## config.mk

```make
export PLATFORM = sky130hd
export DESIGN_NAME = regfile_mp_sb
export DESIGN_NICKNAME = d
export VERILOG_FILES = /design/src/rtl/pkg_config.sv /design/src/rtl/regfile_mp_sb_scoreboard.sv /design/src/rtl/regfile_mp_sb.sv
export SDC_FILE = /design/constraint.sdc
export NUM_CORES = 2
export LEC_CHECK = 0
export BUFFER_PORTS_ARGS = -buffer_cell sky130_fd_sc_hd__buf_2
export CAP_MARGIN = 20
export CORE_MARGIN = 8
export CORE_UTILIZATION = 55
export CTS_BUF_LIST = sky130_fd_sc_hd__clkbuf_8
export DETAILED_ROUTE_END_ITERATION = 10
export GPL_ROUTABILITY_DRIVEN = 0
export GPL_TIMING_DRIVEN = 1
export PLACE_DENSITY = 0.82
export SYNTH_ARGS = -nofsm -noshare
export SYNTH_HDL_FRONTEND = slang
export SYNTH_SLANG_ARGS = --single-unit
```

## constraint.sdc

```tcl
create_clock -name clk_i -period 9.2 [get_ports clk_i]
set_input_delay 0.46 -clock clk_i [delete_from_list [all_inputs] [get_ports clk_i]]
set_output_delay 0.46 -clock clk_i [all_outputs]
set_load 0.005 [all_outputs]
```

## src/rtl/pkg_config.sv

```systemverilog
// rtl/pkg_config.sv - shared defaults and types for the register file slice
package pkg_config;

  localparam int DATA_WIDTH   = 32;
  localparam int NUM_REGISTER = 32;

  typedef logic [$clog2(NUM_REGISTER)-1:0] reg_addr_t;
  typedef logic [DATA_WIDTH-1:0]           reg_data_t;

endpackage

```

## src/rtl/regfile_mp_sb_scoreboard.sv

```systemverilog
// rtl/regfile_mp_sb_scoreboard.sv - pending-write busy vector with registered population count
module regfile_scoreboard
  import pkg_config::*;
#(
  parameter int NUM_REGS     = NUM_REGISTER,
  parameter int NUM_WR_PORTS = 1,
  parameter int ZERO_REG_EN  = 1,
  parameter int AW           = $clog2(NUM_REGS),
  parameter int CW           = $clog2(NUM_REGS + 1)
) (
  input  logic                       clk_i,
  input  logic                       rst_n_i,
  input  logic [NUM_WR_PORTS-1:0]    wr_en_i,
  input  logic [NUM_WR_PORTS*AW-1:0] wr_addr_i,
  input  logic                       alloc_en_i,
  input  logic [AW-1:0]              alloc_addr_i,
  input  logic                       flush_i,
  output logic [NUM_REGS-1:0]        busy_o,
  output logic [CW-1:0]              busy_cnt_o
);

  logic [NUM_REGS-1:0] busy_q;
  logic [NUM_REGS-1:0] busy_d;
  logic [CW-1:0]       cnt_q;
  logic [CW-1:0]       cnt_d;

  // Release first, then alloc, so a new producer in the same cycle keeps the bit set.
  always_comb begin
    busy_d = busy_q;
    for (int p = 0; p < NUM_WR_PORTS; p++) begin
      if (wr_en_i[p]) busy_d[wr_addr_i[p*AW +: AW]] = 1'b0;
    end
    if (alloc_en_i) busy_d[alloc_addr_i] = 1'b1;
    if (flush_i) busy_d = '0;
    if (ZERO_REG_EN != 0) busy_d[0] = 1'b0;
  end

  always_comb begin
    cnt_d = '0;
    for (int i = 0; i < NUM_REGS; i++) begin
      cnt_d = cnt_d + CW'(busy_d[i]);
    end
  end

  always_ff @(posedge clk_i or negedge rst_n_i) begin
    if (!rst_n_i) begin
      busy_q <= '0;
      cnt_q  <= '0;
    end else begin
      busy_q <= busy_d;
      cnt_q  <= cnt_d;
    end
  end

  assign busy_o     = busy_q;
  assign busy_cnt_o = cnt_q;

endmodule

```

## src/rtl/regfile_mp_sb.sv

```systemverilog
// rtl/regfile_mp_sb.sv - multi-port register file with write bypass and pending-write scoreboard
module regfile_mp_sb
  import pkg_config::*;
#(
  parameter int DATA_WIDTH   = pkg_config::DATA_WIDTH,
  parameter int NUM_REGS     = NUM_REGISTER,
  parameter int NUM_RD_PORTS = 2,
  parameter int NUM_WR_PORTS = 1,
  parameter int BYPASS_EN    = 1,
  parameter int ZERO_REG_EN  = 1,
  parameter int AW           = $clog2(NUM_REGS),
  parameter int CW           = $clog2(NUM_REGS + 1)
) (
  input  logic                               clk_i,
  input  logic                               rst_n_i,
  input  logic [NUM_RD_PORTS*AW-1:0]         rd_addr_i,
  output logic [NUM_RD_PORTS*DATA_WIDTH-1:0] rd_data_o,
  output logic [NUM_RD_PORTS-1:0]            rd_busy_o,
  input  logic [NUM_WR_PORTS-1:0]            wr_en_i,
  input  logic [NUM_WR_PORTS*AW-1:0]         wr_addr_i,
  input  logic [NUM_WR_PORTS*DATA_WIDTH-1:0] wr_data_i,
  input  logic                               alloc_en_i,
  input  logic [AW-1:0]                      alloc_addr_i,
  input  logic                               flush_i,
  output logic [CW-1:0]                      busy_cnt_o
);

  logic [DATA_WIDTH-1:0] mem [NUM_REGS];
  logic [NUM_REGS-1:0]   busy;

  regfile_scoreboard #(
    .NUM_REGS     (NUM_REGS),
    .NUM_WR_PORTS (NUM_WR_PORTS),
    .ZERO_REG_EN  (ZERO_REG_EN),
    .AW           (AW),
    .CW           (CW)
  ) u_scoreboard (
    .clk_i        (clk_i),
    .rst_n_i      (rst_n_i),
    .wr_en_i      (wr_en_i),
    .wr_addr_i    (wr_addr_i),
    .alloc_en_i   (alloc_en_i),
    .alloc_addr_i (alloc_addr_i),
    .flush_i      (flush_i),
    .busy_o       (busy),
    .busy_cnt_o   (busy_cnt_o)
  );

  // Ports are walked in ascending order so the highest-index writer lands last.
  always_ff @(posedge clk_i or negedge rst_n_i) begin
    if (!rst_n_i) begin
      for (int i = 0; i < NUM_REGS; i++) mem[i] <= '0;
    end else begin
      for (int p = 0; p < NUM_WR_PORTS; p++) begin
        if (wr_en_i[p] && !(ZERO_REG_EN != 0 && wr_addr_i[p*AW +: AW] == '0))
          mem[wr_addr_i[p*AW +: AW]] <= wr_data_i[p*DATA_WIDTH +: DATA_WIDTH];
      end
    end
  end

  for (genvar k = 0; k < NUM_RD_PORTS; k++) begin : g_rd
    logic [AW-1:0]         addr;
    logic [DATA_WIDTH-1:0] data;
    logic                  bsy;

    assign addr = rd_addr_i[k*AW +: AW];

    always_comb begin
      data = mem[addr];
      bsy  = busy[addr];
      if (BYPASS_EN != 0) begin
        for (int p = 0; p < NUM_WR_PORTS; p++) begin
          if (wr_en_i[p] && wr_addr_i[p*AW +: AW] == addr) begin
            data = wr_data_i[p*DATA_WIDTH +: DATA_WIDTH];
            bsy  = 1'b0;
          end
        end
      end
      if (ZERO_REG_EN != 0 && addr == '0) begin
        data = '0;
        bsy  = 1'b0;
      end
      // Bypass paths would otherwise leak write data while reset is held.
      if (!rst_n_i) begin
        data = '0;
        bsy  = 1'b0;
      end
    end

    assign rd_data_o[k*DATA_WIDTH +: DATA_WIDTH] = data;
    assign rd_busy_o[k]                          = bsy;
  end

endmodule

```

==> key figures <==
Yosys
  – #FFs+latches synth: 1061
  – Syn avg cell area: 14.3 um^2
  – Number of synthesized flops with an enable pin: 0
  – Syn Nets: 4118
  – Syn Inst Count: 4029
  – Synth cell types: 54
  – Synth Flop Type: dfrtp_1
  – Seq/Total Area, Yosys: 46.2%
  – Asr flop ratio synth: 100%
  – Post-Syn Area: 57500 um^2
  – Synth warn: 0

Clock network
  – Clock Pin Slew Worst Setup and Hold Paths: 0.07 ns
  – Insertion delay to the later sink of the worst-skew pair: 0.87 ns
  – Total CTS buffers: 174
  – # clock sinks: 1061
  – Clock buffer depth: 3
  – H-Tree Depth: 4
  – Clk Tree Root Cell: clkbuf_8
  – TritonCTS clock tree: yes

Timing
  – Setup TNS: 0 ns
  – Fin crit share: 57.0%
  – Measured slew at the worst slew-check pin: 1.19 ns
  – Hold Violations, Final: 0
  – Slew Viols, Final: 0
  – Hold_ws: 0.0663 ns
  – Max Fclk: 191 MHz
  – RSZ-0062 raised after global routing: no
  – Worst Skew: 0.0214 ns
  – Setup-failing EPs final: 0
  – Slew headroom: 20.7%
  – Tmin final: 5.24 ns

GRT
  – Total track usage: 31.1%
  – Gr ovfl total: 0
  – First-pass GRT wire length: 270000 um
  – Initial antenna violation count: 26
  – Vias in the first global route: 40849
  – Largest net degree at the start of global routing: 164

Floorplan
  – Die extent in x: 339 um
  – Initial core utilization: 55.5%
  – Core ar.: 104000 um^2
  – Total die area: 115000 um^2
  – # IOs: 129
  – # rows: 118
  – Die height: 339 um

Setup path
  – Crit-path max cell delay: 0.61 ns
  – Crit Path Max Fanout: 10
  – Setup crit start: wr_addr_i[2]
  – Crit-path slowest cell: nor3b_1
  – Critical path class: in2reg
  – Most common cell on crit path: fa_1
  – CP delay by family, top: adder cells
  – Reg-to-reg endpoint: u_scoreboard.busy_cnt_o[4]
  – Crit start category: primary input
  – Worst r2r src: u_scoreboard.busy_o[2]
  – Worst path cell trace: buf_2 > nor3b_1 > nand2_2 > a22oi_1 > nor2_1 > fa_1 > inv_1 > fa_1 > fa_1 > fa_1 > fa_1 > fa_1 > inv_1 > ha_1 > fa_1 > a21o_1 > a21oi_1 > xnor2_1
  – Reg2Reg Depth: 16
  – Crit. End Element: flip-flop
  – Arrival time at the worst endpoint: 6.02 ns
  – Critical Path End: u_scoreboard.busy_cnt_o[4]
  – Reg2Reg Setup Slack: 4.02 ns
  – Bufs and invs on worst path: 3
  – Cell depth of the worst setup path: 18
  – Required time worst endpoint: 9.98 ns

Pwr
  – Peak VDD IR: 0.149 mV
  – LEAKAGE: 27.8 nW
  – Pwr Total: 13.1 mW
  – Pwr dens: 208 nW/um^2

Drt
  – Initial DRC count: 4744
  – DRC: 0
  – Via count: 39603
  – Drt first pass iters: 6
  – Drt wl/cell: 33.0 um
  – Post-Route WL: 182000 um
  – Final ANT Viol Nets: 0
  – Vias per std cell: 7.18

Layout
  – Fin nets: 4065
  – Layout area overhead: 8.98%
  – Most frequent cells in the layout: dfrtp_1, mux2_2, mux4_2
  – Fill cell count: 7674
  – Share of layout cells above drive strength 1: 39.6%
  – Commonest non-fill, non-tap cell in the layout: dfrtp_1
  – Post-route cell area: 62700 um^2

Placed design
  – DP HPWL: 102000 um
  – # port buffers: 128
  – Placed inst area: 58900 um^2

Hold path
  – Min-Delay Path Class: in2reg

Outcome
  – Outcome: finished, final reports clean

Flow run
  – Max-Cap Viols: 0
[synthesized netlist by cell type (all sizes together), types with 2 or more instances]
cell | number | area share, %
a22o | 32 | 0.49
dfrtp | 1061 | 46
ha | 9 | 0.20
and2 | 4 | 0.044
nand2b | 6 | 0.065
a211oi | 38 | 0.50
nand3b | 6 | 0.078
or3 | 20 | 0.22
or4 | 2 | 0.033
mux2 | 995 | 19
and3b | 3 | 0.046
nor2b | 36 | 0.39
nor3b | 10 | 0.13
and3 | 4 | 0.044
a21o | 20 | 0.26
nor3 | 17 | 0.15
inv | 42 | 0.27
a2111oi | 4 | 0.061
o21ai | 31 | 0.27
or2 | 4 | 0.044
xor2 | 9 | 0.14
o21a | 2 | 0.026
a22oi | 103 | 1.3
xnor2 | 4 | 0.061
o32a | 12 | 0.21
o22ai | 98 | 1.1
a31oi | 41 | 0.45
buf | 221 | 2.0
fa | 23 | 0.80
clkbuf | 235 | 1.5
mux2i | 226 | 3.9
nand2 | 89 | 0.58
o221ai | 39 | 0.59
nand3 | 44 | 0.38
a21oi | 32 | 0.28
nor4 | 2 | 0.022
mux4 | 437 | 17
nor2 | 60 | 0.39
[worst min-delay path, delay by kind of cell]
| kind | cells | cell delay [ns] |
|---|---|---|
| and+or+nand+nor | 2 | 0.18 |
| buffers and inverters | 1 | 0.16 |
| AOI/OAI and AO/OA | 1 | 0.08 |
[kinds of logic after synthesis]
kind of cell / count (synthesis) / synth area share, %
multiplexers: 1658 / 40.5
AO/OA/AOI/OAI: 458 / 5.63
adder cells (fa/ha/maj): 32 / 0.996
XOR/XNOR: 13 / 0.198
buffers and inverters: 498 / 3.82
AND/OR/NAND/NOR: 309 / 2.65
flip-flops: 1061 / 46.2
[layer usage]
layer	GRT usage (%)	up-vias	routed length [um]
li1	-	15405	-
met2	45.4	2779	79900
met3	11.7	725	23900
met5	0.333	-	506
met4	16.8	18	11200
met1	40.5	20676	66800
[where the power goes]
group	total [mW]	switching (mW)	leakage, nW	internal [mW]
registers	6.16	0.633	13.6	5.53
clock network	4.32	2.02	2.10	2.31
logic	2.57	1.10	12.0	1.47
total	13.1	3.75	27.8	9.31
[cell type report]
type	count	area, um^2	area share, %
inverter	42	158	0.252
tap	1380	1730	2.76
antenna	21	52.6	0.0839
timing repair buffer	227	1550	2.48
clock buffer	220	3030	4.83
sequential	1061	26600	42.4
clock inverter	97	624	0.996
multi-input combinational	2470	29000	46.2
[sequential cells by signal, summed over array words and instances, names as in the netlist]
register,cells
u_scoreboard.busy_o,31
mem,1024
u_scoreboard.busy_cnt_o,6
[timing repair]
action	CTS	global route
hold buffers	1	0
gates resized for setup	0	0
endpoints found under the hold margin	56	0
buffers inserted	0	0
[worst min path at each step]
| stage | slack [ns] | cells past startpoint | from | end |
|---|---|---|---|---|
| finish | 0.07 | 4 | alloc_addr_i[2] | u_scoreboard.busy_o[27] |
| global route | 0.12 | 4 | alloc_addr_i[2] | u_scoreboard.busy_o[27] |
| CTS | 0.008 | 4 | alloc_addr_i[3] | u_scoreboard.busy_o[18] |
| detailed placement | 0.36 | 0 | mem[1022] | mem[1022] |
| global placement | 0.36 | 0 | mem[1022] | mem[1022] |
| floorplan | 0.16 | 0 | rst_n_i | mem[0] |
[stage by stage]
| step | std cells | setup slack, ns | utilization, % |
|---|---|---|---|
| final | 5518 | 3.96 | 60.5 |
| after global routing | 5502 | 3.71 | 60.4 |
| after CTS | 5494 | 3.99 | 60.3 |
| after detailed placement | 5176 | 3.12 | 56.8 |
| after global placement | 5176 | 3.26 | 56.8 |
| after floorplan | 4029 | 3.33 | - |
No activity file was read; power rests on OpenSTA's default activity.
